### src/rtl/mem_arb_pkg.sv
// mem_arb_pkg: shared types and constants for the unified-memory port arbiter.
package mem_arb_pkg;

    typedef enum logic [1:0] {
        IDLE = 2'd0,
        BUSY = 2'd1,
        DONE = 2'd2
    } arb_state_e;

    localparam logic OWNER_I = 1'b0;
    localparam logic OWNER_D = 1'b1;

    // Read data returned on an aborted transaction; sliced to DATA_W by users.
    localparam logic [255:0] TIMEOUT_DATA = '1;

    // Winner selection. A lone requester always wins; on contention either
    // data wins outright or the previous owner yields (round-robin).
    function automatic logic pick_owner(input logic i_req, input logic d_req,
                                        input logic last_owner, input logic rr_en);
        if (i_req && d_req) begin
            return rr_en ? ~last_owner : OWNER_D;
        end
        return d_req ? OWNER_D : OWNER_I;
    endfunction

endpackage

### src/rtl/mem_port_arbiter_if.sv
// mem_port_arbiter_if: fetch, data and memory-side signals of the arbiter.
// slave = arbiter view, master = pipeline/memory view.
interface mem_port_arbiter_if #(
    parameter int ADDR_W = 32,
    parameter int DATA_W = 32
);
    logic              i_req;
    logic [ADDR_W-1:0] i_addr;
    logic [DATA_W-1:0] i_rdata;
    logic              i_ready;
    logic              d_req;
    logic              d_we;
    logic [ADDR_W-1:0] d_addr;
    logic [DATA_W-1:0] d_wdata;
    logic [DATA_W-1:0] d_rdata;
    logic              d_ready;
    logic              mem_req;
    logic              mem_we;
    logic [ADDR_W-1:0] mem_addr;
    logic [DATA_W-1:0] mem_wdata;
    logic [DATA_W-1:0] mem_rdata;
    logic              mem_ack;
    logic              stall_if;
    logic              stall_mem;
    logic              err;

    modport slave (
        input  i_req, i_addr, d_req, d_we, d_addr, d_wdata, mem_rdata, mem_ack,
        output i_rdata, i_ready, d_rdata, d_ready, mem_req, mem_we, mem_addr,
               mem_wdata, stall_if, stall_mem, err
    );

    modport master (
        output i_req, i_addr, d_req, d_we, d_addr, d_wdata, mem_rdata, mem_ack,
        input  i_rdata, i_ready, d_rdata, d_ready, mem_req, mem_we, mem_addr,
               mem_wdata, stall_if, stall_mem, err
    );
endinterface

### src/rtl/mem_arb_timer.sv
// mem_arb_timer: saturating wait counter for a pending memory transaction.
// expire is high once the count has reached TIMEOUT-1.
module mem_arb_timer #(
    parameter int TIMEOUT = 16
) (
    input  logic clock,
    input  logic reset,
    input  logic clear,
    input  logic enable,
    output logic expire
);
    localparam int             CNT_W = $clog2(TIMEOUT);
    localparam logic [CNT_W-1:0] LAST = CNT_W'(TIMEOUT - 1);

    logic [CNT_W-1:0] cnt_q;
    logic [CNT_W-1:0] cnt_d;

    // Next count: clear wins, otherwise count up and hold at LAST.
    always_comb begin
        cnt_d = cnt_q;
        if (clear) begin
            cnt_d = '0;
        end else if (enable && (cnt_q != LAST)) begin
            cnt_d = cnt_q + CNT_W'(1);
        end
    end

    // Counter register.
    always_ff @(posedge clock or posedge reset) begin
        if (reset) begin
            cnt_q <= '0;
        end else begin
            cnt_q <= cnt_d;
        end
    end

    assign expire = (cnt_q == LAST);

endmodule

### src/rtl/mem_port_arbiter.sv
// mem_port_arbiter: shares one single-ported memory between the fetch stage
// and the MEM stage, sequences each transaction and returns read data.
// Build macro MEM_PORT_ARBITER_RR_EN: round-robin on contention; when
// undefined, data requests always beat fetch requests.
module mem_port_arbiter
    import mem_arb_pkg::*;
#(
    parameter int ADDR_W  = 32,
    parameter int DATA_W  = 32,
    parameter int TIMEOUT = 16
) (
    input  logic              clock,
    input  logic              reset,
    mem_port_arbiter_if.slave bus
);
`ifdef MEM_PORT_ARBITER_RR_EN
    localparam logic RR_EN = 1'b1;
`else
    localparam logic RR_EN = 1'b0;
`endif
    localparam logic [DATA_W-1:0] FILL = TIMEOUT_DATA[DATA_W-1:0];

    arb_state_e        state_q,     state_d;
    logic              owner_q,     owner_d;
    logic              mem_req_q,   mem_req_d;
    logic              mem_we_q,    mem_we_d;
    logic [ADDR_W-1:0] mem_addr_q,  mem_addr_d;
    logic [DATA_W-1:0] mem_wdata_q, mem_wdata_d;
    logic [DATA_W-1:0] i_rdata_q,   i_rdata_d;
    logic [DATA_W-1:0] d_rdata_q,   d_rdata_d;
    logic              i_ready_q,   i_ready_d;
    logic              d_ready_q,   d_ready_d;
    logic              err_q,       err_d;
    logic              grant;
    logic              timer_clear;
    logic              timer_en;
    logic              timer_expire;

    // The wait timer only runs while a transaction is outstanding.
    assign timer_en    = (state_q == BUSY);
    assign timer_clear = (state_q != BUSY);

    mem_arb_timer #(.TIMEOUT(TIMEOUT)) u_timer (
        .clock  (clock),
        .reset  (reset),
        .clear  (timer_clear),
        .enable (timer_en),
        .expire (timer_expire)
    );

    // Next-state logic: grant in IDLE, wait for ack or timeout in BUSY,
    // one-cycle ready pulse in DONE.
    always_comb begin
        state_d     = state_q;
        owner_d     = owner_q;
        mem_req_d   = mem_req_q;
        mem_we_d    = mem_we_q;
        mem_addr_d  = mem_addr_q;
        mem_wdata_d = mem_wdata_q;
        i_rdata_d   = i_rdata_q;
        d_rdata_d   = d_rdata_q;
        i_ready_d   = 1'b0;
        d_ready_d   = 1'b0;
        err_d       = err_q;
        grant       = OWNER_D;
        case (state_q)
            IDLE: begin
                if (bus.i_req || bus.d_req) begin
                    grant     = pick_owner(bus.i_req, bus.d_req, owner_q, RR_EN);
                    owner_d   = grant;
                    mem_req_d = 1'b1;
                    state_d   = BUSY;
                    if (grant == OWNER_D) begin
                        mem_addr_d  = bus.d_addr;
                        mem_we_d    = bus.d_we;
                        mem_wdata_d = bus.d_wdata;
                    end else begin
                        mem_addr_d  = bus.i_addr;
                        mem_we_d    = 1'b0;
                        mem_wdata_d = '0;
                    end
                end
            end
            BUSY: begin
                if (bus.mem_ack) begin
                    mem_req_d = 1'b0;
                    state_d   = DONE;
                    if (owner_q == OWNER_I) begin
                        i_rdata_d = bus.mem_rdata;
                        i_ready_d = 1'b1;
                    end else begin
                        if (!mem_we_q) begin
                            d_rdata_d = bus.mem_rdata;
                        end
                        d_ready_d = 1'b1;
                    end
                end else if (timer_expire) begin
                    mem_req_d = 1'b0;
                    err_d     = 1'b1;
                    state_d   = DONE;
                    if (owner_q == OWNER_I) begin
                        i_rdata_d = FILL;
                        i_ready_d = 1'b1;
                    end else begin
                        d_rdata_d = FILL;
                        d_ready_d = 1'b1;
                    end
                end
            end
            DONE: begin
                state_d = IDLE;
            end
            default: begin
                state_d = IDLE;
            end
        endcase
    end

    // FSM and registered outputs; reset abandons any transaction in flight.
    always_ff @(posedge clock or posedge reset) begin
        if (reset) begin
            state_q     <= IDLE;
            owner_q     <= OWNER_D;
            mem_req_q   <= 1'b0;
            mem_we_q    <= 1'b0;
            mem_addr_q  <= '0;
            mem_wdata_q <= '0;
            i_rdata_q   <= '0;
            d_rdata_q   <= '0;
            i_ready_q   <= 1'b0;
            d_ready_q   <= 1'b0;
            err_q       <= 1'b0;
        end else begin
            state_q     <= state_d;
            owner_q     <= owner_d;
            mem_req_q   <= mem_req_d;
            mem_we_q    <= mem_we_d;
            mem_addr_q  <= mem_addr_d;
            mem_wdata_q <= mem_wdata_d;
            i_rdata_q   <= i_rdata_d;
            d_rdata_q   <= d_rdata_d;
            i_ready_q   <= i_ready_d;
            d_ready_q   <= d_ready_d;
            err_q       <= err_d;
        end
    end

    assign bus.mem_req   = mem_req_q;
    assign bus.mem_we    = mem_we_q;
    assign bus.mem_addr  = mem_addr_q;
    assign bus.mem_wdata = mem_wdata_q;
    assign bus.i_rdata   = i_rdata_q;
    assign bus.d_rdata   = d_rdata_q;
    assign bus.i_ready   = i_ready_q;
    assign bus.d_ready   = d_ready_q;
    assign bus.err       = err_q;
    assign bus.stall_if  = bus.i_req & ~i_ready_q;
    assign bus.stall_mem = bus.d_req & ~d_ready_q;

endmodule

### src/flat_wrapper.sv
// flat-port wrapper written by rule: the top's interface ports become plain ports
module mem_port_arbiter_flat import mem_arb_pkg::*;
#(
    parameter int ADDR_W  = 32,
    parameter int DATA_W  = 32,
    parameter int TIMEOUT = 16
)
  (clock, reset, bus_i_req, bus_i_addr, bus_d_req, bus_d_we, bus_d_addr, bus_d_wdata, bus_mem_rdata, bus_mem_ack, bus_i_rdata, bus_i_ready, bus_d_rdata, bus_d_ready, bus_mem_req, bus_mem_we, bus_mem_addr, bus_mem_wdata, bus_stall_if, bus_stall_mem, bus_err);
  mem_port_arbiter_if #(.ADDR_W(ADDR_W), .DATA_W(DATA_W)) bus_i ();
  input  logic clock;
  input  logic reset;
  input wire logic [$bits(bus_i.i_req)-1:0] bus_i_req;
  input wire logic [$bits(bus_i.i_addr)-1:0] bus_i_addr;
  input wire logic [$bits(bus_i.d_req)-1:0] bus_d_req;
  input wire logic [$bits(bus_i.d_we)-1:0] bus_d_we;
  input wire logic [$bits(bus_i.d_addr)-1:0] bus_d_addr;
  input wire logic [$bits(bus_i.d_wdata)-1:0] bus_d_wdata;
  input wire logic [$bits(bus_i.mem_rdata)-1:0] bus_mem_rdata;
  input wire logic [$bits(bus_i.mem_ack)-1:0] bus_mem_ack;
  output wire logic [$bits(bus_i.i_rdata)-1:0] bus_i_rdata;
  output wire logic [$bits(bus_i.i_ready)-1:0] bus_i_ready;
  output wire logic [$bits(bus_i.d_rdata)-1:0] bus_d_rdata;
  output wire logic [$bits(bus_i.d_ready)-1:0] bus_d_ready;
  output wire logic [$bits(bus_i.mem_req)-1:0] bus_mem_req;
  output wire logic [$bits(bus_i.mem_we)-1:0] bus_mem_we;
  output wire logic [$bits(bus_i.mem_addr)-1:0] bus_mem_addr;
  output wire logic [$bits(bus_i.mem_wdata)-1:0] bus_mem_wdata;
  output wire logic [$bits(bus_i.stall_if)-1:0] bus_stall_if;
  output wire logic [$bits(bus_i.stall_mem)-1:0] bus_stall_mem;
  output wire logic [$bits(bus_i.err)-1:0] bus_err;
  assign bus_i.i_req = bus_i_req;
  assign bus_i.i_addr = bus_i_addr;
  assign bus_i.d_req = bus_d_req;
  assign bus_i.d_we = bus_d_we;
  assign bus_i.d_addr = bus_d_addr;
  assign bus_i.d_wdata = bus_d_wdata;
  assign bus_i.mem_rdata = bus_mem_rdata;
  assign bus_i.mem_ack = bus_mem_ack;
  assign bus_i_rdata = bus_i.i_rdata;
  assign bus_i_ready = bus_i.i_ready;
  assign bus_d_rdata = bus_i.d_rdata;
  assign bus_d_ready = bus_i.d_ready;
  assign bus_mem_req = bus_i.mem_req;
  assign bus_mem_we = bus_i.mem_we;
  assign bus_mem_addr = bus_i.mem_addr;
  assign bus_mem_wdata = bus_i.mem_wdata;
  assign bus_stall_if = bus_i.stall_if;
  assign bus_stall_mem = bus_i.stall_mem;
  assign bus_err = bus_i.err;
  mem_port_arbiter #(.ADDR_W(ADDR_W), .DATA_W(DATA_W), .TIMEOUT(TIMEOUT)) u_core (.clock(clock), .reset(reset), .bus(bus_i));
endmodule
### config.mk
export PLATFORM = sky130hd
export DESIGN_NAME = mem_port_arbiter_flat
export DESIGN_NICKNAME = d
export VERILOG_FILES = /design/src/rtl/mem_arb_pkg.sv /design/src/rtl/mem_port_arbiter_if.sv /design/src/rtl/mem_arb_timer.sv /design/src/rtl/mem_port_arbiter.sv /design/src/flat_wrapper.sv
export SDC_FILE = /design/constraint.sdc
export NUM_CORES = 1
export LEC_CHECK = 0
export CORE_MARGIN = 2
export CORE_UTILIZATION = 41
export DETAILED_ROUTE_END_ITERATION = 6
export GPL_ROUTABILITY_DRIVEN = 0
export MAX_ROUTING_LAYER = met4
export PLACE_DENSITY = 0.79
export SLEW_MARGIN = 5
export SYNTH_ARGS = -nofsm -noshare
export SYNTH_HDL_FRONTEND = slang
export SYNTH_SLANG_ARGS = --single-unit
### constraint.sdc
create_clock -name clock -period 7.3 [get_ports clock]
set_clock_uncertainty 0.2 [all_clocks]
set_input_delay 2.19 -clock clock [delete_from_list [all_inputs] [get_ports clock]]
set_output_delay 2.19 -clock clock [all_outputs]
set_load 0.01 [all_outputs]
== After elaboration in Yosys (flattened, before gate mapping) ==
Cells that the tools add are included.

* Reductions and logical operators: 13
* Bitwise logic cells: 6
* Muxes and demuxes: 38
* Add/sub/neg operators: 1
* Equality and inequality tests: 7

{| class="wikitable"
|+ Operators with widths
! kind !! number
|-
| 32-bit 2-to-1 mux || 11
|-
| 1-bit 2-to-1 mux || 20
|-
| 3-bit AND reduction || 3
|-
| 4-bit 2-to-1 mux || 2
|-
| 2-bit 2-to-1 mux || 3
|-
| 2-bit nonzero test || 3
|-
| 4-bit by 1-bit adder with 4-bit output (second input constant) || 1
|-
| 4-bit equality test (second input constant) || 1
|-
| 2-bit by 1-bit inequality test with 1-bit output (second input constant) || 2
|-
| 4-bit inequality test (second input constant) || 1
|-
| 1-bit inverter || 4
|-
| 2-bit one-hot mux with 2 select lines || 1
|-
| 2-bit AND reduction || 2
|-
| 4-bit AND reduction || 1
|-
| 3-bit by 2-bit inequality test with 1-bit output (second input constant) || 1
|-
| 1-bit AND || 2
|-
| 2-bit by 1-bit equality test with 1-bit output (second input constant) || 1
|-
| 1-bit logical AND || 2
|-
| 2-bit zero test || 1
|-
| 2-bit inequality test (second input constant) || 1
|-
| 1-bit one-hot mux with 2 select lines || 1
|-
| 1-bit logical OR || 1
|}

* Register bits after elaboration: 140

== Longest topological paths before layout ==
* Word-level depth: 8
* Mapped depth: 6
* Depth with buffers taken out: 4

== Hierarchy ==
From an unflattened synthesis, not the netlist that was laid out.

* Cells, all modules: 396
* Area total of the unflattened synthesis: 5845.6 um2

{| class="wikitable"
|+ By module, submodules not included
! module !! instances !! sequential area each (um2) !! area each (um2) !! cells each
|-
| mem_port_arbiter || 1 || 3404.5 || 5612.9 || 375
|-
| mem_arb_timer || 1 || 100.1 || 232.7 || 21
|}

== Least setup slack after synthesis ==
No wires, ideal clock.

* Kind: input -> output
* From: input bus_d_req
* To: output bus_stall_mem
* Arrival: 2.927 ns
* Setup slack: 1.983 ns
* Stages: 3
* Cells stage by stage: buf_2 -> buf_1 -> nor2b_1

* Longest elaborated chain between the ends: 1

{| class="wikitable"
|+ Ends and longest elaborated chain
! element !! RTL line !! text
|-
| from (decl) || flat_wrapper.sv:14 || <nowiki>input wire logic [$bits(bus_i.d_req)-1:0] bus_d_req;</nowiki>
|-
| 1-bit AND || mem_port_arbiter.sv:158 || <nowiki>assign bus.stall_mem = bus.d_req & ~d_ready_q;</nowiki>
|-
| to (decl) || flat_wrapper.sv:29 || <nowiki>output wire logic [$bits(bus_i.stall_mem)-1:0] bus_stall_mem;</nowiki>
|}

No other way between the ends.

== Worst setup path in the final report ==
* From: input bus_i_req
* To: output bus_stall_if

* Longest elaborated chain between the ends: 1

{| class="wikitable"
|+ Ends and longest elaborated chain
! element !! RTL line !! text
|-
| from (decl) || flat_wrapper.sv:12 || <nowiki>input wire logic [$bits(bus_i.i_req)-1:0] bus_i_req;</nowiki>
|-
| 1-bit AND || mem_port_arbiter.sv:157 || <nowiki>assign bus.stall_if = bus.i_req & ~i_ready_q;</nowiki>
|-
| to (decl) || flat_wrapper.sv:28 || <nowiki>output wire logic [$bits(bus_i.stall_if)-1:0] bus_stall_if;</nowiki>
|}

No other way between the ends.

==> impl_metrics.json <==
{
  "outcome": "finished, final reports clean",
  "overflow": 0,
  "die_h_um": 121.9,
  "cts_buffers": 17,
  "tritoncts": "done",
  "hp-class": "reg2reg",
  "rsz0062_at_grt": "no",
  "clock.fmax_ghz": 0.1712,
  "die-area_um2": 14860,
  "routedWlPerCell_um": 18.43,
  "reg2regPathDepth": 4,
  "syn_to_final_growth_pct": 59.00,
  "synth-simple-area-share_pct": 2.568,
  "core_um2": 13720,
  "num_rows": 43,
  "setup_viol": 0,
  "worstPathRequired_ps": 4910,
  "antenna_found_initial": 0,
  "drtAntennaViolNets": 0,
  "antenna_cells": 0,
  "crit_arrival_ps": 3450,
  "clkTransAtPathRegs_ps": 50,
  "ys_seq_area_share_pct": 61.48,
  "yosysUniqueCellTypes": 35,
  "mostFrequentLayoutCells": "268 x clkdlybuf4s50_1, 139 x dfrtp_1, 64 x mux2_2",
  "routed_wl_um": 15780,
  "p_per_area_nw_per_um2": 432.0,
  "worst_pin_slew_ps": 1313,
  "drc_errors": 0,
  "drive_above_1_share_pct": 15.53,
  "placed_area_um2": 8489,
  "initial_core_util_pct": 41.55,
  "synth_compound_area_share_pct": 19.42,
  "synthXorXnorAreaFrac_pct": 0.1536,
  "track_usage_pct": 21.70,
  "synthAdderAreaFrac_pct": 0.2195,
  "tns_ps": 0,
  "power.leakage_nw": 3.710,
  "fin_area_um2": 9064,
  "final_max_slew_viol_count": 0,
  "numPortBuffers": 268,
  "vias": 4540,
  "dp_hpwl_um": 11230,
  "synth_fp_nets": 541,
  "final_common_cell": "clkdlybuf4s50_1",
  "clock-sinks": 140,
  "synthMuxAreaShare_pct": 12.82,
  "cts-root-buf": "clkbuf_16",
  "drtIter0Drc": 266,
  "cts_resized": 0,
  "cts_setup_buffers": 0,
  "clk_latency_ps": 410,
  "min_period_over_period_pct": 80.00,
  "dr.pass1.iters": 4,
  "path_max_fanout": 2,
  "cp-end-kind": "output port",
  "holdPathStages": 2,
  "vias_per_cell": 5.304,
  "ys_seq_elements": 140,
  "syn-cell-area_um2": 5700,
  "yosys_warnings": 0,
  "irDropWorstVdd_v": 0.0002045,
  "htreeDepth": 4,
  "synth_top_family_by_area": "compound AO/OA/AOI/OAI gates",
  "grt_max_degree": 88,
  "multiInputGateArea_um2": 2023,
  "seqCellArea_um2": 3505,
  "layout.nets": 798,
  "postSynthAreaPerCell_um2": 14.04,
  "max-slew-margin-rel_pct": 12.18,
  "first_global_vias": 4669,
  "boundaryPins": 269,
  "finalHoldViolCount": 0,
  "syn-instance-count": 406,
  "path_class": "in2out",
  "ctsHoldBuffers": 0,
  "fillers": 1009,
  "clock_path_buffers": 2,
  "min_period_ps": 5840,
  "grt_first_pass_wirelength_um": 24230,
  "die_x_um": 121.9,
  "maxCapViolCount": 0,
  "startpoint_type": "input port"
}
[path summary, 6_finish.rpt]
check                                                      to  slack, ps                           startpoint
max                                              bus_stall_if       1460                            bus_i_req
min                                u_core.bus.err$_DFFE_PP0P_        280           u_core.bus.err$_DFFE_PP0P_
max reg2reg                u_core.bus.i_rdata[26]$_DFFE_PP0P_       4770  u_core.u_timer.cnt_q[0]$_DFFE_PP0P_
min reg2reg                        u_core.bus.err$_DFFE_PP0P_        280           u_core.bus.err$_DFFE_PP0P_
max in group asynchronous        u_core.bus.d_ready$_DFF_PP0_       3560                                reset
min in group asynchronous  u_core.bus.i_rdata[31]$_DFFE_PP0P_       2120                                reset
[cells by family after synthesis]
logic type,Yosys count
multiplexers,65
buffers and inverters,38
flip-flops,140
XOR/XNOR,1
adder cells (fa/ha/maj),1
AO/OA/AOI/OAI,135
AND/OR/NAND/NOR,26
[registers in the layout, summed over array words and instances (netlist names)]
name,cells
u_core.state_q,2
u_core.u_timer.cnt_q,4
u_core.bus.mem_we,1
u_core.bus.mem_wdata,32
u_core.bus.d_rdata,32
u_core.bus.i_rdata,32
u_core.bus.i_ready,1
u_core.bus.mem_req,1
u_core.bus.mem_addr,32
u_core.bus.d_ready,1
u_core.owner_q,1
u_core.bus.err,1
[synth_stat cells]
cell,count,area (um^2)
nor3_2,1,10.01
nor3_1,2,10.01
a22o_1,33,289.0
o22a_1,32,280.3
a31oi_1,2,12.51
xnor2_1,1,8.760
nand2b_1,3,18.77
nor2_2,1,6.260
nor3b_1,1,7.510
buf_1,4,15.01
o22ai_1,24,150.1
buf_2,14,70.07
dfrtp_1,139,3478
o21a_1,8,60.06
buf_6,4,45.04
ha_1,1,12.51
o31ai_1,1,7.510
o21ai_0,1,5.000
nand3b_1,1,7.510
mux2i_1,1,10.01
mux2_2,64,720.7
nand4bb_1,1,11.26
inv_1,3,11.26
a21o_1,1,7.510
a2bb2oi_1,24,210.2
or3b_1,1,8.760
o21ai_1,1,5.000
nand3_1,2,10.01
nand2_1,4,15.01
o32a_1,8,80.08
nor2b_1,2,12.51
clkbuf_1,13,48.80
dfstp_2,1,26.28
and2_1,1,6.260
nor2_1,6,22.52
[critical path, stage by stage]
cell and delay, ps:
clkdlybuf4s50_1 530, nor2b_1 140, clkdlybuf4s50_1 590
[area by class of cell]
type | count | share of cell area, %
clock buffers | 22 | 5.342
clock inverters | 10 | 0.9939
inverters | 3 | 0.1795
multi-input cells | 228 | 22.32
flip-flops and latches | 140 | 38.67
well taps | 180 | 2.485
repair buffers | 273 | 30.01
[power by group]
group / switching [mW] / internal [mW]
Combinational: 0.692 / 1.03
Clock: 0.312 / 0.503
Sequential: 0.234 / 1.14
[stage by stage]
step,hold WS [ps],cells,util [%],total power [mW],setup slack (ps)
3_3_place_gp,254.6,824,61.88,3.059,1459
3_5_place_dp,270.0,824,61.88,3.119,1459
6_report,281.4,856,66.06,3.916,1460
5_1_grt,301.3,856,66.06,4.124,1423
2_1_floorplan,302.5,406,-,2.173,1159
4_1_cts,283.6,856,66.06,3.950,1459
[layer usage]
layer | vias up | GRT usage [%] | routed length, um | part of all wire, %
li1 | 2079 | - | - | -
met1 | 2233 | 25.24 | 6057 | 38
met2 | 196 | 35.93 | 8153 | 52
met3 | 32 | 4.588 | 1067 | 6.8
met4 | 0 | 10.42 | 501 | 3.2
met5 | - | - | 0 | 0
Note: power is estimated with default switching activity, not from simulation.
==> variant: new RTL, same flow settings <==
`i_rdata_q` no longer has a reset.
--- a/src/rtl/mem_port_arbiter.sv
+++ b/src/rtl/mem_port_arbiter.sv
@@ -126,5 +126,4 @@
             mem_addr_q  <= '0;
             mem_wdata_q <= '0;
-            i_rdata_q   <= '0;
             d_rdata_q   <= '0;
             i_ready_q   <= 1'b0;
@@ -138,5 +137,4 @@
             mem_addr_q  <= mem_addr_d;
             mem_wdata_q <= mem_wdata_d;
-            i_rdata_q   <= i_rdata_d;
             d_rdata_q   <= d_rdata_d;
             i_ready_q   <= i_ready_d;
@@ -144,4 +142,8 @@
             err_q       <= err_d;
         end
+    end
+
+    always_ff @(posedge clock) begin
+        i_rdata_q <= i_rdata_d;
     end
 
Check against the original RTL: differs if reset is asserted again (counterexample within 4 cycles, from zero or initial values and one cycle with reset high); with reset held inactive, the same outputs for 4 cycles.
==> variant against the unedited design <==
Die area up 1.5%. Clock power down 2%. Synthesized area up 1.6%. Total power down 13%. Design area up 0.66%. Setup slack worse by 0.090 ns. Sequential cell count unchanged. Routed wire length down 12%.
==> variant: results (changes against the unedited design) <==
Yosys
  – Most numerous cell types in the synthesized netlist: dfrtp_1, mux2_2, a22o_1, edfxtp_1, mux2_4
  – Count of flip-flops with a built-in enable after synthesis: 32 (+32)
  – Post-synthesis sequential area ratio: 63.3% (+1.8 points)
  – Share of flip-flops with an asynchronous set or reset: 77.1% (-23 points)
  – Syn nets: 495 (-8.5%)
  – Count of different cell masters after synthesis: 34 (-2.9%)
  – Mean instance size in the synthesized netlist: 16.1 um2 (+15%)
  – Cell types occupying the most area after synthesis: dfrtp_1, edfxtp_1, mux2_2

Global route
  – Wire length of the first global-routing pass: 21.2 mm (-12%)
  – Largest net degree at the start of global routing: 66 (-25%)
  – Total global routing track utilization: 19.1% (-2.6 points)
  – Number of global-route vias before repair: 4162 (-11%)

Place
  – HPWL after detailed placement: 9.86 mm (-12%)
  – Cell area after placement: 8570 um2 (+0.96%)
  – Placement-stage worst setup slack: 1.31 ns (-0.148 ns)
  – Number of instances in the placed design: 787 (-4.5%)
  – Port Buffers: 268 (unchanged)

Layout
  – Fill count: 976 (-3.3%)
  – Antenna cells: 0 (unchanged)
  – Layout Cells excl Fill: 819 (-4.3%)
  – Fraction of final layout cells with drive strength greater than 1: 23.3% (+7.8 points)
  – Post-layout net count: 761 (-4.6%)

Min path
  – HP Class: register to register
  – Number of instances on the worst hold path: 1 (-1)

Setup path
  – R2R depth: 4 (unchanged)
  – Slowest stage cell on the critical path: buf_2
  – Biggest fanout along the worst timing path: 35 (+33)
  – CP Data Arrival Time: 3.54 ns (+0.09 ns)

Pwr
  – Peak supply drop: 221 uV (+8.0%)
  – Static Leakage: 3.76 nW (+1.2%)

Run status
  – Outcome: finished clean

Detailed routing
  – Routed length per instance: 17.0 um (-8.0%)
  – Drt first pass iters: 7 (+3)
  – Initial DRC Count: 182 (-32%)
  – Number of vias in the routed layout: 4016 (-12%)

Clocking
  – Buffer depth of the longest clock path: 2 (unchanged)
  – Clock latency on the worst-skew pair: roughly 0.40 ns
  – CTS H-tree lvls: 4 (unchanged)
  – CTS resizes: 0 (unchanged)

STA
  – Transition time at the pin with the least slew margin: 1.25 ns (-0.0616 ns)
-- variant: kinds of logic (layout without fill, tap and decap cells) --
| kind of cell | after synthesis | after routing | synth area share [%] |
|---|---|---|---|
| AO/OA/AOI/OAI | 40 | 40 | 5.88 |
| multiplexers | 97 | 97 | 20.8 |
| buffers and inverters | 26 | 305 | 3.22 |
| AND/OR/NAND/NOR | 55 | 55 | 6.44 |
| adder cells (fa/ha/maj) | 1 | 1 | 0.216 |
| flip-flops | 140 | 140 | 63.3 |
| XOR/XNOR | 1 | 1 | 0.151 |
-- variant: per-layer routing --
| metal | track usage (%) | wire length [um] | vias up |
|---|---|---|---|
| met5 | - | 0 | - |
| met4 | 6.90 | 293 | 0 |
| met3 | 4.97 | 969 | 23 |
| met2 | 31.0 | 6870 | 193 |
| met1 | 23.0 | 5760 | 1975 |
| li1 | - | - | 1825 |
-- variant: cell type report --
type | instances | area share, %
Clock buffer | 20 | 5.01
Timing Repair Buffer | 271 | 29.6
Inverter | 2 | 0.110
Clock inverter | 12 | 1.06
Tap cell | 180 | 2.47
Sequential cell | 140 | 40.2
Multi-Input combinational cell | 194 | 21.6
-- variant: final timing paths --
check / from / endpoint / slack, ns
min reg2reg: u_core.bus.err / u_core.bus.err / 0.26
min: u_core.bus.err / u_core.bus.err / 0.26
max reg2reg: u_core.u_timer.cnt_q[0] / u_core.bus.d_rdata[4] / 4.75
min in group asynchronous: reset / u_core.bus.d_rdata[4] / 2.09
max: bus_d_req / bus_stall_mem / 1.37
max in group asynchronous: reset / u_core.state_q[1] / 3.68
-- variant: power by group --
group | leakage, nW | total (W) | internal (W) | switching (W)
clock | 0.263 | 0.000795 | 0.000482 | 0.000313
combinational | 1.93 | 0.00136 | 0.000847 | 0.000509
sequential | 1.56 | 0.00127 | 0.00110 | 0.000167
total | 3.76 | 0.00342 | 0.00243 | 0.000989
-- variant: worst register-to-register path: cells and delay by family (launching register included) --
family	cells	cell delay (ns)
muxes	1	0.57
AOI/OAI and AO/OA	1	0.16
and+or+nand+nor	1	0.83
adders and majority gates	1	0.27
DFF	1	0.40
-- variant: stage by stage --
stage          utilization, %  power (W)
6_report                 66.0    0.00342
5_1_grt                  66.0    0.00359
4_1_cts                  66.0    0.00346
3_5_place_dp             62.0    0.00264
3_3_place_gp             62.0    0.00261
2_1_floorplan               -    0.00191
